<file path="src/rtl/uart_boot_loader.sv">
// UART 8N1 program loader: hunts for 0xA5, takes a 16-bit LE word count, then streams
// LE 32-bit words into RAM from address 0. Optional trailing XOR checksum: LOADER_CHECKSUM_EN.
module uart_boot_loader #(
  parameter int CLKS_PER_BIT = 868,
  parameter int ADDR_W       = 8
) (
  input  logic              clk,
  input  logic              rst,
  input  logic              rx,
  output logic              mem_we,
  output logic [ADDR_W-1:0] mem_addr,
  output logic [31:0]       mem_wdata,
  output logic              core_rst,
  output logic              busy,
  output logic              done,
  output logic              err
);

  localparam int CNT_W = $clog2(CLKS_PER_BIT);
  localparam logic [CNT_W-1:0] FULL_M1 = CNT_W'(CLKS_PER_BIT - 1);
  localparam logic [CNT_W-1:0] HALF_M1 = CNT_W'(CLKS_PER_BIT / 2 - 1);
  localparam logic [16:0] MAX_WORDS = 17'(1) << ADDR_W;

  // rx is asynchronous; two flops before anything looks at it
  logic rx_m, rx_s;
  always_ff @(posedge clk) begin
    if (rst) begin
      rx_m <= 1'b1;
      rx_s <= 1'b1;
    end else begin
      rx_m <= rx;
      rx_s <= rx_m;
    end
  end

  typedef enum logic [1:0] {RX_IDLE, RX_START, RX_DATA, RX_STOP} rx_state_t;
  rx_state_t        rx_state;
  logic [CNT_W-1:0] cnt;
  logic [2:0]       bit_idx;
  logic [7:0]       rx_byte;
  logic             byte_valid, frame_err;

  always_ff @(posedge clk) begin
    byte_valid <= 1'b0;
    frame_err  <= 1'b0;
    if (rst) begin
      rx_state <= RX_IDLE;
      cnt      <= '0;
      bit_idx  <= '0;
      rx_byte  <= '0;
    end else begin
      case (rx_state)
        RX_IDLE: begin
          cnt <= '0;
          if (!rx_s) rx_state <= RX_START;
        end
        RX_START: begin
          if (cnt == HALF_M1) begin
            cnt      <= '0;
            bit_idx  <= '0;
            rx_state <= rx_s ? RX_IDLE : RX_DATA;
          end else cnt <= cnt + 1'b1;
        end
        RX_DATA: begin
          if (cnt == FULL_M1) begin
            cnt     <= '0;
            rx_byte <= {rx_s, rx_byte[7:1]};
            bit_idx <= bit_idx + 1'b1;
            if (bit_idx == 3'd7) rx_state <= RX_STOP;
          end else cnt <= cnt + 1'b1;
        end
        default: begin
          if (cnt == FULL_M1) begin
            cnt      <= '0;
            rx_state <= RX_IDLE;
            if (rx_s) byte_valid <= 1'b1;
            else      frame_err  <= 1'b1;
          end else cnt <= cnt + 1'b1;
        end
      endcase
    end
  end

  typedef enum logic [2:0] {S_SYNC, S_LEN0, S_LEN1, S_DATA, S_CSUM, S_DONE, S_ERR} state_t;
  state_t      state;
  logic [7:0]  len_lo;
  logic [16:0] words_left;
  logic [1:0]  byte_idx;
  logic [23:0] acc;
  logic [16:0] n_words;

  assign n_words = {1'b0, rx_byte, len_lo};

`ifdef LOADER_CHECKSUM_EN
  logic [7:0] csum;
  always_ff @(posedge clk) begin
    if (rst || (byte_valid && state == S_SYNC))
      csum <= '0;
    else if (byte_valid && (state == S_LEN0 || state == S_LEN1 || state == S_DATA))
      csum <= csum ^ rx_byte;
  end
`endif

  always_ff @(posedge clk) begin
    mem_we <= 1'b0;
    if (rst) begin
      state      <= S_SYNC;
      mem_addr   <= '0;
      mem_wdata  <= '0;
      core_rst   <= 1'b1;
      busy       <= 1'b0;
      done       <= 1'b0;
      err        <= 1'b0;
      len_lo     <= '0;
      words_left <= '0;
      byte_idx   <= '0;
      acc        <= '0;
    end else begin
      // address advances the cycle after each write; wraps harmlessly after a full image
      if (mem_we) mem_addr <= mem_addr + 1'b1;
      if (frame_err && state != S_DONE && state != S_ERR) begin
        state <= S_ERR;
        err   <= 1'b1;
        busy  <= 1'b0;
      end else if (byte_valid) begin
        case (state)
          S_SYNC: if (rx_byte == 8'hA5) state <= S_LEN0;
          S_LEN0: begin
            len_lo <= rx_byte;
            state  <= S_LEN1;
          end
          S_LEN1: begin
            byte_idx <= '0;
            if (n_words == '0) begin
`ifdef LOADER_CHECKSUM_EN
              state    <= S_CSUM;
`else
              state    <= S_DONE;
              done     <= 1'b1;
              core_rst <= 1'b0;
`endif
            end else if (n_words > MAX_WORDS) begin
              state <= S_ERR;
              err   <= 1'b1;
            end else begin
              state      <= S_DATA;
              busy       <= 1'b1;
              words_left <= n_words;
            end
          end
          S_DATA: begin
            byte_idx <= byte_idx + 1'b1;
            acc      <= {rx_byte, acc[23:8]};
            if (byte_idx == 2'd3) begin
              mem_we     <= 1'b1;
              mem_wdata  <= {rx_byte, acc};
              words_left <= words_left - 1'b1;
              if (words_left == 17'd1) begin
`ifdef LOADER_CHECKSUM_EN
                state    <= S_CSUM;
`else
                state    <= S_DONE;
                busy     <= 1'b0;
                done     <= 1'b1;
                core_rst <= 1'b0;
`endif
              end
            end
          end
`ifdef LOADER_CHECKSUM_EN
          S_CSUM: begin
            busy <= 1'b0;
            if (rx_byte == csum) begin
              state    <= S_DONE;
              done     <= 1'b1;
              core_rst <= 1'b0;
            end else begin
              state <= S_ERR;
              err   <= 1'b1;
            end
          end
`endif
          default: ;
        endcase
      end
    end
  end

endmodule

</file>
<file path="config.mk">
export PLATFORM = sky130hd
export DESIGN_NAME = uart_boot_loader
export DESIGN_NICKNAME = d
export VERILOG_FILES = /design/src/rtl/uart_boot_loader.sv
export SDC_FILE = /design/constraint.sdc
export NUM_CORES = 1
export LEC_CHECK = 0
export ABC_AREA = 1
export ABC_CLOCK_PERIOD_IN_PS = 4600
export BUFFER_PORTS_ARGS = -buffer_cell sky130_fd_sc_hd__buf_2
export CAP_MARGIN = 10
export CORE_MARGIN = 8
export CORE_UTILIZATION = 35
export DETAILED_ROUTE_END_ITERATION = 12
export SLEW_MARGIN = 20
export SYNTH_ARGS = -nofsm -noshare
export SYNTH_HDL_FRONTEND = slang
export SYNTH_SLANG_ARGS = --single-unit
</file>
<file path="constraint.sdc">
create_clock -name clk -period 4.6 [get_ports clk]
set_clock_uncertainty 0.15 [all_clocks]
set_input_delay 0.46 -clock clk [delete_from_list [all_inputs] [get_ports clk]]
set_output_delay 0.46 -clock clk [all_outputs]
set_load 0.005 [all_outputs]
</file>
Word level (Yosys, flattened, before mapping). Index checks and enable logic that the tools add are counted.

Memory bits (read-only): 0. Latch bits: 0. Memories: 0. Register bits after elaboration: 126. Output and inout port bits: 45. Logic and storage cells: 132. Memory bits (writable): 0.

Magnitude comparators: 1. Divide/modulo/power cells: 0. Reduce and logical (&&, ||, !) cells: 29. Multipliers: 0. Bitwise operators: 4. Equal/unequal tests: 27. Shift operators: 0. Muxes and demuxes: 45. Add/sub/neg operators: 5.

Operators by type and width (count): $mux 17 (3); $pmux 17 s2 (1); $mux 3 (9); $ne 2x2->1 const B (11); $mux 10 (2); $pmux 10 s2 (1); $reduce_and 6->1 (3); $eq 17x1->1 const B (1); $logic_not 17->1 (1); $sub 17x1->17 const B (1); $gt 16x9->1 const B (1); $mux 1 (16); $ne 3x3->1 const B (5); $reduce_and 5->1 (3); $mux 2 (6); $pmux 3 s4 (1); $reduce_and 3->1 (4); $add 10x1->10 const B (1); $eq 10x10->1 const B (1); $eq 10x9->1 const B (1); $reduce_bool 2->1 (5); $add 8x1->8 const B (1); $eq 8x8->1 const B (1); $reduce_and 4->1 (2); 22 further kinds (30).

Logic depth before layout (Yosys ltp). Gate-level depths: netlist (run 1).

Word-level depth: 6. Depth in mapped cells: 13. Mapped depth without buffers: 13.

Worst setup path after synthesis (run 1). Ideal clock, no wire load.

Path type: reg2reg. Start point: reg cnt[0]. End point: reg rx_byte[6]. Setup time: 0.128 ns. Arrival time: 1.384 ns. Stages on the path, launching flop included: 10. Slack: 2.938 ns. Period minus slack after synthesis: 1.662 ns. Required time: 4.322 ns. Cells stage by stage: dfxtp_1 ha_1 nand3_1 nor3_1 nand2_1 nor2_1 inv_1 clkbuf_1 o21ai_0 a21oi_1.

Longest elaborated chain between the ends: 2.

Ends and longest elaborated chain: from (decl) (RTL line 38) `logic [CNT_W-1:0] cnt;`; from (signal assigned) (RTL line 62) `end else cnt <= cnt + 1'b1;`; from (signal assigned) (RTL line 70) `end else cnt <= cnt + 1'b1;`; from (signal assigned) (RTL line 78) `end else cnt <= cnt + 1'b1;`; $eq 10x10->1 (RTL line 65) `if (cnt == FULL_M1) begin`; $reduce_and 2->1 (no line); to (signal assigned) (RTL line 67) `rx_byte <= {rx_s, rx_byte[7:1]};`; to (decl) (RTL line 40) `logic [7:0] rx_byte;`.

No other way between the ends. A chain may end at the register's enable or synchronous reset.

Worst setup path after layout (run 1).
Start point: reg state[1]. End point: reg mem_wdata[25].

Longest elaborated chain between the ends: 5. Elaborated cells on any way between the ends: 7. Classes of those cells: eq/ne (3); bitwise (1); reduce/logical (3).

Ends and longest elaborated chain: from (decl) (RTL line 85) `state_t state;`; from (signal assigned) (RTL line 107) `state <= S_SYNC;`; from (signal assigned) (RTL line 122) `state <= S_ERR;`; from (signal assigned) (RTL line 127) `S_SYNC: if (rx_byte == 8'hA5) state <= S_LEN0;`; $ne 3x3->1 (RTL line 121) `if (frame_err && state != S_DONE && state != S_ERR) begin`; $logic_and 1x1->1 (2 in series) (RTL line 121); $not 1->1 (no line); $reduce_and 4->1 (no line) *; to (signal assigned) (RTL line 156) `mem_wdata <= {rx_byte, acc};`; to (decl) (RTL line 12) `output logic [31:0] mem_wdata,`.

Mark *: on every way between the ends. The rest lies on a longest branch, timed or not.

==> results of run 1 <==
## sequential cells by signal, summed over array words and instances, names as in the netlist
| name | cells |
|---|---|
| acc | 24 |
| bit_idx | 3 |
| busy | 1 |
| byte_idx | 2 |
| byte_valid | 1 |
| cnt | 10 |
| core_rst | 1 |
| done | 1 |
| err | 1 |
| frame_err | 1 |
| len_lo | 8 |
| mem_addr | 8 |
| mem_wdata | 32 |
| mem_we | 1 |
| rx_byte | 8 |
| rx_m | 1 |
| rx_s | 1 |
| rx_state | 2 |
| state | 3 |
| words_left | 17 |
## per-layer routing
| metal | track usage (%) | part of all wire [%] |
|---|---|---|
| met1 | 17.2 | 49 |
| met2 | 21.0 | 46 |
| met3 | 3.31 | 3.4 |
| met4 | 6.50 | 1.9 |
| met5 | 0 | 0 |
## cells by family (layout without fill, tap and decap cells)
group           after synthesis  count (layout)
compound gates              152             152
xor+xnor                      7               7
fa+ha+maj                     8               8
buf+inv                     103             155
flops                       126             126
simple gates                379             379
## worst max-delay path by stage
| stage | startpoint | endpoint | slack [ps] | cells past startpoint |
|---|---|---|---|---|
| 2_1_floorplan | cnt[0] | rx_byte[6] | 2940 | 9 |
| 3_3_place_gp | state[1] | mem_wdata[31] | 1830 | 9 |
| 3_5_place_dp | state[1] | mem_wdata[27] | 1740 | 9 |
| 4_1_cts | state[1] | mem_wdata[25] | 1710 | 9 |
| 5_1_grt | state[1] | mem_wdata[9] | 1350 | 9 |
| 6_report | state[1] | mem_wdata[25] | 1720 | 9 |
## final cells by class
| type | count | area share (%) |
|---|---|---|
| Timing Repair Buffer | 51 | 4.12 |
| Clock inverter | 12 | 2.43 |
| Tap cell | 188 | 3.66 |
| Multi-Input combinational cell | 546 | 39.1 |
| Sequential cell | 126 | 39.2 |
| Clock buffer | 20 | 7.25 |
| Inverter | 72 | 4.28 |
## cells in the mapped netlist
cell type	count	area (um^2)
sky130_fd_sc_hd__nand2_1	186	698
sky130_fd_sc_hd__nor2_1	127	477
sky130_fd_sc_hd__dfxtp_1	126	2520
sky130_fd_sc_hd__a21oi_1	76	380
sky130_fd_sc_hd__o21ai_0	68	340
sky130_fd_sc_hd__inv_1	67	251
sky130_fd_sc_hd__nand3_1	33	165
sky130_fd_sc_hd__clkbuf_1	16	60.1
sky130_fd_sc_hd__buf_2	9	45.0
sky130_fd_sc_hd__nor3_1	9	45.0
sky130_fd_sc_hd__ha_1	8	100
sky130_fd_sc_hd__nand4_1	6	37.5
sky130_fd_sc_hd__a211oi_1	4	30.0
sky130_fd_sc_hd__inv_2	4	15.0
sky130_fd_sc_hd__nand3b_1	4	30.0
sky130_fd_sc_hd__xor2_1	4	35.0
sky130_fd_sc_hd__nand2_2	3	18.8
sky130_fd_sc_hd__nand3_2	3	30.0
sky130_fd_sc_hd__or2_2	3	18.8
sky130_fd_sc_hd__xnor2_1	3	26.3
sky130_fd_sc_hd__a31oi_1	2	12.5
sky130_fd_sc_hd__buf_1	2	7.51
sky130_fd_sc_hd__buf_4	2	15.0
sky130_fd_sc_hd__buf_6	2	22.5
sky130_fd_sc_hd__nor2_4	2	22.5
sky130_fd_sc_hd__a21boi_0	1	7.51
sky130_fd_sc_hd__clkinv_4	1	8.76
sky130_fd_sc_hd__nand3_4	1	17.5
sky130_fd_sc_hd__nor2_2	1	6.26
sky130_fd_sc_hd__nor3b_1	1	7.51
sky130_fd_sc_hd__o211ai_1	1	7.51
## worst max-delay path, delay by kind of cell, from the launching register on
kind | cells | cell delay, ps
DFF | 1 | 510
buffers and inverters | 4 | 1140
AOI/OAI and AO/OA | 1 | 210
and+or+nand+nor | 4 | 750
## power by group through the flow
stage / Combinational, W / Sequential, W / Clock (W)
6_report: 0.0000927 / 0.00112 / 0.00139
5_1_grt: 0.000107 / 0.00112 / 0.00147
4_1_cts: 0.0000934 / 0.00112 / 0.00142
3_5_place_dp: 0.0000933 / 0.00114 / 0
3_3_place_gp: 0.0000927 / 0.00115 / 0
2_1_floorplan: 0.0000744 / 0.00114 / 0
## per-stage QoR
stage,setup WS [ps],instance area [um^2],hold WS (ps)
6_report,1720,6430,92.6
5_1_grt,1350,6430,81.1
4_1_cts,1710,6430,72.0
3_5_place_dp,1740,5810,256
3_3_place_gp,1830,5810,242
2_1_floorplan,2940,5460,239
==> results.txt, run 1 <==
----------------------------------------------------
[Layout]
  Utilization after layout ... 42.3%
  Most frequent standard cell in the layout excluding fill and tap cells ... sky130_fd_sc_hd__nand2_1
  Sequential cell area in the final layout ... 0.00252 mm^2
  Commonest non-fill, non-tap cells in the layout ... sky130_fd_sc_hd__nand2_1, sky130_fd_sc_hd__nor2_1, sky130_fd_sc_hd__dfxtp_1
  Final layout net count ... 825
  Area taken by multi-input logic gates ... 0.00251 mm^2
  Layout cells sized above 1 ... 12.2%
  Number of filler instances in the final layout ... ~1,600
  Growth of design area from synthesis to finish ... 17.8%
  Final cell count without fillers ... 1,015
  Antenna diode count ... 0

[Detailed routing]
  Total vias in the final route ... 4,825
  Wire length reported by the detailed router ... 12,800 um
  Wirelength per Cell ... 12.6 um
  Violation count after the first detailed-routing iteration ... around 310
  Residual antenna-violating net count after detailed routing ... 0
  Detailed-routing iteration count for the pre-antenna-repair pass ... 8
  DR vias/cell ... 4.75
  Post-route DRC violation count ... 0

[Synth]
  Yosys Warn Count ... 0
  Mapped Avg Cell Area ... around 7.0 um^2
  Xor and xnor fraction of the mapped netlist area ... 1.12%
  Proportion of synthesized area in mux cells ... 0%
  Post-synthesis sequential area ratio ... 46.2%
  Number of storage elements in the synthesis netlist ... approximately 130
  Post-synthesis compound-gate area fraction ... 14.2%
  Largest family of logic cells by synthesized area ... simple AND/OR/NAND/NOR gates
  Simple-gate portion of the synthesized area ... 28.8%
  Cell area after technology mapping ... 0.00546 mm^2
  Post-synthesis share of cell area spent on full adders, half adders and majority gates ... under 10%
  Count of unique library cells instantiated by Yosys ... 31
  Net Count, Synth ... 786
  Cells after synthesis ... 775

[Critical path]
  Startpoint Class ... flop
  Worst-path cell with the longest stage delay ... sky130_fd_sc_hd__dfxtp_1
  Element type at the critical path end ... flop
  Critical path data arrival time ... roughly 3000 ps
  Sequence of cells on the critical path ... nand3_2 > inv_2 > nand3_2 > buf_4 > inv_2 > nand2_2 > clkinv_4 > nand2_2 > o21ai_0
  R2r endpoint ... mem_wdata[25]
  Worst Setup Path Type ... flop to flop
  FF-to-FF setup slack ... 1720 ps
  Critical R2R Launch ... state[1]
  Maximum fanout count along the critical path ... 31
  Slowest stage delay, CP ... 510 ps
  Depth of the worst register-to-register path ... 9
  Worst path required time ... between 4000 and 5000 ps

[GRT]
  Maximum number of pins on one net before global-route repair ... 65
  GRT Resource Usage Total ... 13.5%
  Via count of the first global-routing pass ... 4,519
  Global-route wire length before repair ... 21,800 um
  Number of antenna violations at the first check in global routing ... 0
  GR Overflow Total ... 0

[Min path]
  Startpoint of the lowest-slack hold path ... rx
  Hold Path Class ... input port to flop
  End point of the most critical hold path ... rx_m
  Hold path cells ... 2

[Pwr]
  Clk network pwr share ... 53.4%
  Largest vdd supply drop ... about 0.00023 V
  Internal power ... about 0.0020 W
  Leakage ... 2.78 nW
  Sequential group share of total power ... 43.1%
  Combinational fraction of design power ... 3.6%
  Sw frac ... 22.1%
  Net Sw Power ... 0.000577 W
  PnR Total Power ... between 0.002 and 0.003 W
  Power density relative to cell area ... 405 mW/mm^2

[Clocking]
  Quantity of gates resized following cts ... 0
  Worst-skew pair later-pin latency ... 410 ps
  Longest Clk Path Bufs ... 2
  H-Tree Level Count ... 4
  Clock-pin slew on the worst setup and hold paths ... 60 ps
  Setup Fix Bufs, Post-CTS ... 0
  CTS tree ... yes
  Clock root cell ... sky130_fd_sc_hd__clkbuf_16
  TritonCTS Sinks ... 126
  Hold-fix buffers at CTS ... 0
  Number of clock buffers inserted by TritonCTS ... 17

[Placed design]
  Number of I/O port buffers ... 47
  # placed instances ... approximately 1,000
  Global placement routability congestion ... between 0.8 and 0.9
  Hpwl dp ... 8880 um

[STA]
  Number of pins with negative max-slew slack in the final report ... 0
  Period utilisation layout ... 62.5%
  Fin Setup TNS ... 0 ps
  Upper clock frequency limit ... 348 MHz
  Final Critical Period ... 2880 ps
  Unrepaired setup endpoints after global routing ... false
  Hold Fails Final Rpt ... 0
  Setup violators final ... 0
  Slew @ Worst Pin ... 588 ps
  Headroom to the max-slew limit ... 60.8%

[Die]
  Row count ... 45
  Area of the placeable core ... 0.0152 mm^2
  Area of the die ... 0.0199 mm^2
  Starting density of the core ... 35.9%
  Chip Height ... 141 um
  Chip width ... 141 um
  I/O pin count ... 48

[Flow run]
  Number of maximum-capacitance violations ... 0

[Outcome]
  Result of the run ... complete, no violations

----------------------------------------------------
Power figures use the tool's default switching activity.
==> run 2, diff against run 1 <==
- ABC_AREA: 1 -> 0
- ABC_CLOCK_PERIOD_IN_PS: 4600 -> 2900
- clock period: 4.6 -> 2.9 ns (I/O delays scaled with it)
==> run 2 against run 1 <==
  * Worst setup slack got worse by 1200 ps
  * Maximum frequency rose by 23%
  * Combinational power fell by 33%
  * Routed wire length rose by 7.1%
  * Global-route usage rose by 0.58 points
  * Critical endpoint is now words_left[6]
  * Die area fell by 2.1%
  * Highest routed layer unchanged
  * Via count fell by 4.0%
  * Largest power group unchanged
  * Clock-buffer cell count fell by 3
  * Non-clock buffer count rose by 13
==> results.txt, run 2 <==
----------------------------------------------------
[Synth]
  Post-synth top area cell ... sky130_fd_sc_hd__dfxtp_1
  Cell area after technology mapping ... roughly 0.0053 mm^2
  Yosys Warn Count ... 0
  Mapped Avg Cell Area ... 8.37 um^2
  Cell with the most instances after synthesis ... sky130_fd_sc_hd__nand2_1
  Commonest register cell after synthesis ... sky130_fd_sc_hd__dfxtp_1
  Largest cells by area after synthesis ... sky130_fd_sc_hd__dfxtp_1, sky130_fd_sc_hd__nand2_1, sky130_fd_sc_hd__a21oi_1
  Net Count, Synth ... 648
  Post-synthesis sequential area ratio ... 47.3%
  Cell types with the highest counts after synthesis ... sky130_fd_sc_hd__nand2_1, sky130_fd_sc_hd__dfxtp_1, sky130_fd_sc_hd__a21oi_1, sky130_fd_sc_hd__nor2_1, sky130_fd_sc_hd__clkbuf_1
  Count of unique library cells instantiated by Yosys ... between 50 and 60
  Cells after synthesis ... 637
  Post-synth EDFFs ... 0
  Number of storage elements in the synthesis netlist ... 126
  Portion of synthesized cell area occupied by the leading cell type ... 47.3%
  Fraction of registers with async set/reset ... 0%

[Critical path]
  Worst path required time ... 3080 ps
  Critical path data arrival time ... 2520 ps
  Maximum fanout count along the critical path ... 8
  Startpoint Class ... flop
  Worst Setup Path Type ... flop to flop
  Element type at the critical path end ... flop

[Flow run]
  Number of maximum-capacitance violations ... 0

[GRT]
  Via count of the first global-routing pass ... 4,372
  Maximum number of pins on one net before global-route repair ... 50
  GRT Resource Usage Total ... 14.1%
  Global-route wire length before repair ... 22,200 um
  Number of antenna violations at the first check in global routing ... 0
  GR Overflow Total ... 0

[Layout]
  Most frequent standard cell in the layout excluding fill and tap cells ... sky130_fd_sc_hd__nand2_1
  Most flop-heavy register ... mem_wdata
  Number of flip-flops under the largest register name ... 32
  Antenna diode count ... 0
  Layout cells sized above 1 ... 15.3%
  Commonest non-fill, non-tap cells in the layout ... sky130_fd_sc_hd__nand2_1, sky130_fd_sc_hd__dfxtp_1, sky130_fd_sc_hd__a21oi_1
  Number of filler instances in the final layout ... 1,484
  Growth of design area from synthesis to finish ... 19.6%
  Final layout net count ... between 600 and 700
  Largest registers ranked by flip-flop count ... mem_wdata x32, acc x24, words_left x17

[STA]
  Period utilisation layout ... 80.5%
  Number of pins with negative max-slew slack in the final report ... 0
  Fin Setup TNS ... 0 ps
  Headroom to the max-slew limit ... 51.6%
  Setup violators final ... 0
  Hold Fails Final Rpt ... 0
  Final Critical Period ... 2330 ps
  Unrepaired setup endpoints after global routing ... false
  Slew @ Worst Pin ... 721 ps
  Post-Route Hold Slack ... about 90 ps
  Upper clock frequency limit ... ~430 MHz

[Die]
  Row count ... 45
  Chip width ... 139 um
  I/O pin count ... 48
  Starting density of the core ... a little over a third
  Area of the placeable core ... between 0.015 and 0.02 mm^2
  Chip Height ... 139 um
  Area of the die ... 0.0194 mm^2

[Placed design]
  Hpwl dp ... 9520 um
  Number of I/O port buffers ... 47
  Global placement routability congestion ... roughly 0.85

[Detailed routing]
  Residual antenna-violating net count after detailed routing ... 0
  Wire length reported by the detailed router ... 13,700 um
  DR vias/cell ... approximately 5.3
  Post-route DRC violation count ... 0
  Wirelength per Cell ... 15.6 um
  Detailed-routing iteration count for the pre-antenna-repair pass ... 6
  Total vias in the final route ... 4,632
  Violation count after the first detailed-routing iteration ... 310

[Clocking]
  CTS tree ... yes
  Number of clock buffers inserted by TritonCTS ... 17
  Clock root cell ... sky130_fd_sc_hd__clkbuf_16
  Longest Clk Path Bufs ... 2
  Worst-skew pair later-pin latency ... 420 ps
  TritonCTS Sinks ... between 100 and 150
  Clock-pin slew on the worst setup and hold paths ... 60 ps
  H-Tree Level Count ... 4
  Hold-fix buffers at CTS ... 1
  Setup Fix Bufs, Post-CTS ... 0
  Quantity of gates resized following cts ... 0

[Min path]
  Hold Path Class ... input port to flop

[Pwr]
  Leakage ... 2.36 nW
  Largest vdd supply drop ... 0.000430 V
  Power density relative to cell area ... slightly above 600 mW/mm^2

[Outcome]
  Result of the run ... complete, no violations

----------------------------------------------------
run 2: final cells by class:
| class | count | area [um^2] | share of cell area [%] |
|---|---|---|---|
| inverters | 10 | 37.5 | 0.589 |
| well taps | 188 | 235 | 3.69 |
| clock inverters | 15 | 166 | 2.61 |
| flip-flops and latches | 126 | 2520 | 39.6 |
| repair buffers | 64 | 368 | 5.77 |
| clock buffers | 17 | 425 | 6.68 |
| multi-input cells | 461 | 2620 | 41.1 |
run 2: through the flow:
stage	cells	total power, W	cell area [um^2]	worst slack [ps]	util (%)
after floorplan	637	0.00183	5330	843	-
after global placement	848	0.00184	5770	549	38.4
after detailed placement	848	0.00184	5770	551	38.4
after CTS	881	0.00395	6370	548	42.4
after global routing	881	0.00404	6370	393	42.4
final	881	0.00391	6370	567	42.4
run 2: worst max-delay path, stage by stage, from the launching register on:
cell                       delay, ps
sky130_fd_sc_hd__dfxtp_1         410
sky130_fd_sc_hd__or4_4           540
sky130_fd_sc_hd__nor4_4          210
sky130_fd_sc_hd__a311oi_2        230
sky130_fd_sc_hd__or2_1           410
sky130_fd_sc_hd__o31ai_1         280
run 2: report_power, final:
part	internal, W	switching, W	leakage (nW)	total (W)
clock network	0.00127	0.000835	0.280	0.00211
registers	0.00174	0.00000579	1.02	0.00174
logic	0.0000162	0.0000455	1.06	0.0000617
run 2: worst paths after layout:
check / start / endpoint / slack, ps / cells past startpoint
min reg2reg: rx_m / rx_s / 260 / 1
max reg2reg: rx_byte[6] / words_left[6] / 570 / 5
max: rx_byte[6] / words_left[6] / 570 / 5
min: rst / rx_byte[7] / 90 / 2
run 2: cell families (layout without fill, tap and decap cells):
| group | Yosys count | after routing | share of synthesized area, % |
|---|---|---|---|
| simple gates | 271 | 271 | 23.9 |
| compound gates | 150 | 150 | 17.6 |
| flops | 126 | 126 | 47.3 |
| buf+inv | 50 | 106 | 3.69 |
| mux | 18 | 18 | 3.38 |
| xor+xnor | 14 | 14 | 2.30 |
| fa+ha+maj | 8 | 8 | 1.88 |
run 2: routing by layer:
layer | share of wire [%] | vias to the layer above | track usage (%)
met5 | 0 | - | 0
met4 | 1.4 | 0 | 6.01
met3 | 4.7 | 15 | 4.07
met2 | 48 | 100 | 22.4
met1 | 46 | 2194 | 17.5
li1 | - | 2323 | -
